==> src/rtl/multicycle_ctrl.sv <==
// multicycle_ctrl: control FSM for the multicycle LEGv8 core.
// Sequences the shared ALU, register file and unified memory port through
// fetch / decode / execute / memory / write-back states. Memory states wait on
// MemReady for at most TIMEOUT+1 cycles. Undefined opcodes and memory timeouts
// are routed through a one-cycle exception state that loads the PC with the
// exception vector and latches the cause in EStatus.
//
// Ports:
//   clk, reset          clock (rising edge), asynchronous active-low reset
//   Op[10:0]            opcode field IR[31:21]
//   Zero                ALU zero flag (used only in BRANCH)
//   MemReady            memory access completes this cycle
//   Reg2Loc, ALUSrc, MemtoReg, RegWrite   datapath selects / enables
//   MemRead, MemWrite   memory strobes
//   IorD                memory address select (0 = PC, 1 = ALU result)
//   IRWrite, PCWrite    instruction register / PC load enables
//   PCSrc[1:0]          00 = PC+4, 01 = branch target, 10 = exception vector
//   ALUOp[1:0]          00 = add, 01 = pass B / CBZ, 10 = R-type funct
//   EPCWrite, Exc       save faulting PC, exception taken this cycle
//   EStatus[3:0]        registered exception cause
module multicycle_ctrl #(
  parameter int unsigned TIMEOUT = 15
) (
  input  logic        clk,
  input  logic        reset,
  input  logic [10:0] Op,
  input  logic        Zero,
  input  logic        MemReady,
  output logic        Reg2Loc,
  output logic        ALUSrc,
  output logic        MemtoReg,
  output logic        RegWrite,
  output logic        MemRead,
  output logic        MemWrite,
  output logic        IorD,
  output logic        IRWrite,
  output logic        PCWrite,
  output logic [1:0]  PCSrc,
  output logic [1:0]  ALUOp,
  output logic        EPCWrite,
  output logic        Exc,
  output logic [3:0]  EStatus
);

  typedef enum logic [3:0] {
    StRst, StFetch, StDecode, StAddr, StMemRd, StWbMem,
    StMemWr, StExec, StWbAlu, StBranch, StExc
  } state_e;

  localparam logic [7:0] TimeoutCnt = 8'(TIMEOUT);
  localparam logic [3:0] CauseUndef = 4'b0010;
  localparam logic [3:0] CauseMem   = 4'b0100;

  state_e     state_q;
  logic [7:0] wait_q;
  logic [3:0] estatus_q;

  logic is_ldst, is_rtype, is_cbz, timed_out;

  assign is_ldst  = (Op == 11'b11111000010) || (Op == 11'b11111000000);
  assign is_rtype = (Op ==? 11'b1?001011000) || (Op ==? 11'b10?01010000);
  assign is_cbz   = (Op ==? 11'b10110100???);
  // Last permitted wait cycle with no handshake: abort into EXC.
  assign timed_out = !MemReady && (wait_q == TimeoutCnt);

  assign EStatus = estatus_q;

  always_ff @(posedge clk or negedge reset) begin
    if (!reset) begin
      state_q   <= StRst;
      wait_q    <= '0;
      estatus_q <= '0;
    end else begin
      unique case (state_q)
        StRst: begin
          state_q <= StFetch;
          wait_q  <= '0;
        end
        StFetch: begin
          if (MemReady) begin
            state_q <= StDecode;
          end else if (timed_out) begin
            state_q   <= StExc;
            estatus_q <= CauseMem;
          end else begin
            wait_q <= wait_q + 8'd1;
          end
        end
        StDecode: begin
          if (is_ldst) begin
            state_q <= StAddr;
          end else if (is_rtype) begin
            state_q <= StExec;
          end else if (is_cbz) begin
            state_q <= StBranch;
          end else begin
            state_q   <= StExc;
            estatus_q <= CauseUndef;
          end
        end
        StAddr: begin
          // Op[1] separates LDUR (..010) from STUR (..000); IR is stable here.
          state_q <= Op[1] ? StMemRd : StMemWr;
          wait_q  <= '0;
        end
        StMemRd, StMemWr: begin
          if (MemReady) begin
            state_q <= (state_q == StMemRd) ? StWbMem : StFetch;
            wait_q  <= '0;
          end else if (timed_out) begin
            state_q   <= StExc;
            estatus_q <= CauseMem;
          end else begin
            wait_q <= wait_q + 8'd1;
          end
        end
        StExec: state_q <= StWbAlu;
        StWbMem, StWbAlu, StBranch, StExc: begin
          state_q <= StFetch;
          wait_q  <= '0;
        end
        default: state_q <= StRst;
      endcase
    end
  end

  always_comb begin
    Reg2Loc  = 1'b0;
    ALUSrc   = 1'b0;
    MemtoReg = 1'b0;
    RegWrite = 1'b0;
    MemRead  = 1'b0;
    MemWrite = 1'b0;
    IorD     = 1'b0;
    IRWrite  = 1'b0;
    PCWrite  = 1'b0;
    PCSrc    = 2'b00;
    ALUOp    = 2'b00;
    EPCWrite = 1'b0;
    Exc      = 1'b0;
    unique case (state_q)
      StFetch: begin
        MemRead = 1'b1;
        IRWrite = MemReady;
        PCWrite = MemReady;
      end
      StAddr: ALUSrc = 1'b1;
      StMemRd: begin
        MemRead = 1'b1;
        IorD    = 1'b1;
        ALUSrc  = 1'b1;
      end
      StWbMem: begin
        RegWrite = 1'b1;
        MemtoReg = 1'b1;
      end
      StMemWr: begin
        MemWrite = 1'b1;
        IorD     = 1'b1;
        ALUSrc   = 1'b1;
        Reg2Loc  = 1'b1;
      end
      StExec: ALUOp = 2'b10;
      StWbAlu: begin
        RegWrite = 1'b1;
        ALUOp    = 2'b10;
      end
      StBranch: begin
        Reg2Loc = 1'b1;
        ALUOp   = 2'b01;
        PCWrite = Zero;
        PCSrc   = Zero ? 2'b01 : 2'b00;
      end
      StExc: begin
        Exc      = 1'b1;
        EPCWrite = 1'b1;
        PCWrite  = 1'b1;
        PCSrc    = 2'b10;
      end
      default: ;
    endcase
  end

endmodule

==> config.mk <==
export PLATFORM = sky130hd
export DESIGN_NAME = multicycle_ctrl
export DESIGN_NICKNAME = d
export VERILOG_FILES = /design/src/rtl/multicycle_ctrl.sv
export SDC_FILE = /design/constraint.sdc
export NUM_CORES = 1
export LEC_CHECK = 0
export BUFFER_PORTS_ARGS = -buffer_cell sky130_fd_sc_hd__buf_2
export CAP_MARGIN = 30
export CORE_AREA = 3 3 58 60
export CTS_BUF_LIST = sky130_fd_sc_hd__clkbuf_16
export DETAILED_ROUTE_END_ITERATION = 10
export DIE_AREA = 0 0 61 63
export GPL_TIMING_DRIVEN = 0
export PLACE_DENSITY = 0.62
export SYNTH_ARGS = -nofsm -noshare
export SYNTH_HDL_FRONTEND = slang
export SYNTH_SLANG_ARGS = --single-unit
export TNS_END_PERCENT = 10
==> constraint.sdc <==
create_clock -name clk -period 2.97 [get_ports clk]
set_input_delay 0.4455 -clock clk [delete_from_list [all_inputs] [get_ports clk]]
set_output_delay 0.4455 -clock clk [all_outputs]
set_load 0.02 [all_outputs]
==> metrics.csv <==
stage,metric,value,unit
synthesis,syn-cell-area,1130,um2
sta,setup_viol,0,
finish,mostFrequentLayoutCells,"buf_2 (33), nor2_1 (24), dfrtp_1 (14)",
run,maxCapViolCount,0,
worst_hold_path,hold_class,in2async,
cts,postCtsHoldBufs,0,
floorplanning,core-area,2980,um2
grt,grt_first_pass_wirelength,4840,um
grt,grt_use_total,16.2,%
setup_path,slowest_stage,nor3b_1,
synthesis,netlist_instances,142,
route,routed_wl,2730,um
finish,fin_nets,194,
sta,period_share,76.0,%
finish,diodes,0,
route,viasPerCell,5.42,
place,port_buffers,30,
sta,period_needed,2.26,ns
setup_path,critPathKind,reg2out,
power,p_leak,0.694,nW
synthesis,ys_seq_area_share,31.1,%
route,num_vias,1139,
setup_path,critical_path.startpoint,state_q[1]$_DFF_PN0_,
sta,slew_headroom,58.2,%
power,ir_drop,0.319,mV
route,wire_per_inst,13.0,um
floorplanning,num_io_pins,34,
synthesis,yosysUniqueCellTypes,47,
cts,postCtsSetupBuffers,0,
setup_path,slowest_delay,0.47,ns
power,powerDensity,894,nW/um2
floorplanning,die_h,63,um
grt,grt_pass1_vias,1126,
route,ant_nets,0,
floorplanning,start_util,37.9,%
cts,cts_tree,built,
cts,cts.sinks,14,
place,dpl.hpwl,2190,um
status,status,completed,
finish,fin_cells,210,
synthesis,avgSynthCellArea,7.94,um2
cts,cts_buffer_depth,2,
place,gp_congestion,0.809,
grt,grt_overflow_total,0,
route,firstDrtPassIters,4,
synthesis,synth_seq_cells,14,
setup_path,crit_arrival,1.81,ns
grt,grt_max_degree,15,
setup_path,cp_max_fo,10,
cts,post_cts_resized,0,
sta,tns,0,ns
setup_path,rr_endpoint,state_q[0]$_DFF_PN0_,
cts,clk_latency,0.24,ns
setup_path,ff2ff_path_depth,4,
sta,finClkSkew,0.00231,ns
setup_path,cp_cell_sequence,buf_2 -> nor3b_1 -> and3_2 -> or3_1 -> buf_2,
setup_path,timing.critical_path.required,2.52,ns
cts,cts_max_level,1,
setup_path,end_kind,primary output,
sta,rsz0062_at_grt,false,
route,drcViolationCount,0,
cts,numCtsBuffers,3,
place,place_inst,206,
floorplanning,dieArea,3840,um2
sta,maxSlewViolCount,0,
floorplanning,die_w,61,um
sta,fmax,443,MHz
route,drtIter0Drc,48,
setup_path,cpMostUsedCell,buf_2,
setup_path,start_kind,flop,
finish,syn_to_final_growth,24.3,%
setup_path,rrSetupSlack,1.15,ns
synthesis,synth-edff-count,0,
synthesis,synth_warnings,0,
sta,worst_pin_slew,0.627,ns
grt,grt_antenna_before_repair,0,
finish,drive_above_1_share,28.2,%
cts,root_buffer,clkbuf_16,
floorplanning,num_rows,20,
finish,final_common_cell,buf_2,
synthesis,async_reset_ff_share,100,%
sta,final_hold_viol_count,0,
setup_path,timing.rr.start,wait_q[4]$_DFFE_PN0P_,
synthesis,dominantRegCellSynth,dfrtp_1,
cts,clk_pin_slew_worst_paths,0.05,ns
==> worst max path at each step <==
stage	cells past startpoint	slack, ns	end
2_1_floorplan	5	0.94	PCWrite
5_1_grt	5	0.59	PCWrite
3_3_place_gp	5	1.03	state_q[0]$_DFF_PN0_
4_1_cts	5	0.70	PCWrite
3_5_place_dp	5	0.96	PCWrite
6_report	5	0.71	PCWrite
==> state kept, by name, indices dropped and copies added (netlist names) <==
name and count:
EStatus 2, state_q 4, wait_q 8
==> metrics by stage <==
stage / power [mW] / setup slack, ns / util, % / hold WS (ns) / instance area [um2]
finish: 1.25 / 0.712 / 47.1 / 0.0906 / 1400
global route: 1.36 / 0.591 / 47.1 / 0.113 / 1400
CTS: 1.27 / 0.698 / 47.1 / 0.105 / 1400
detailed placement: 1.00 / 0.959 / 44.4 / 0.362 / 1320
global placement: 0.978 / 1.03 / 44.4 / 0.354 / 1320
floorplan: 0.815 / 0.939 / - / 0.150 / 1130
==> power breakdown <==
part | switching (mW) | internal (mW)
logic | 0.473 | 0.268
registers | 0.0275 | 0.230
clock network | 0.0760 | 0.178
==> cell families (layout without fill, tap and decap cells) <==
group / count (synthesis) / in the layout / share of synthesized area [%]
and+or+nand+nor: 74 / 74 / 36.9
AOI/OAI and AO/OA: 31 / 31 / 18.9
buffers and inverters: 16 / 50 / 7.66
DFF: 14 / 14 / 31.1
xor gates and xnor gates: 3 / 3 / 2.33
muxes: 2 / 2 / 1.78
adders and majority gates: 1 / 1 / 1.11
other: 1 / 2 / 0.333
==> synthesized netlist by cell type, drive strengths merged, types with 2 or more instances <==
library cell | instances | area, um2
and3 | 3 | 20.0
buf | 8 | 56.3
nand3 | 5 | 25.0
o21ai | 7 | 35.0
a21oi | 8 | 40.0
dfrtp | 14 | 350
nand2b | 3 | 18.8
nand2 | 12 | 45.0
inv | 5 | 18.8
nor3 | 8 | 56.3
or3 | 3 | 18.8
a221o | 2 | 20.0
and4 | 2 | 17.5
mux2i | 2 | 20.0
xnor2 | 3 | 26.3
nor3b | 2 | 15.0
nor2 | 24 | 90.1
or2 | 2 | 12.5
clkbuf | 3 | 11.3
a21boi | 3 | 22.5
a21o | 4 | 30.0
==> worst max-delay path: cells and delay by family, from the launching register on <==
kind	cells	cell delay [ns]
DFF	1	0.40
and+or+nand+nor	3	0.84
buffers and inverters	2	0.34
==> area by class of cell <==
type                       count  area, um2
inverter                       5       18.8
fill                         300       1580
tap                           33       41.3
clock inverter                 1       3.75
multi-input combinational    113        694
timing repair buffer          30        150
buffer                        11       67.6
sequential                    14        350
clock buffer                   3       75.1
==> metal layers <==
| layer | part of all wire, % | GRT usage (%) |
|---|---|---|
| met1 | 41 | 18.6 |
| met2 | 54 | 27.9 |
| met3 | 2.6 | 1.86 |
| met4 | 3.1 | 8.67 |
| met5 | 0 | 0 |
Note: power is estimated with default switching activity, not from simulation.
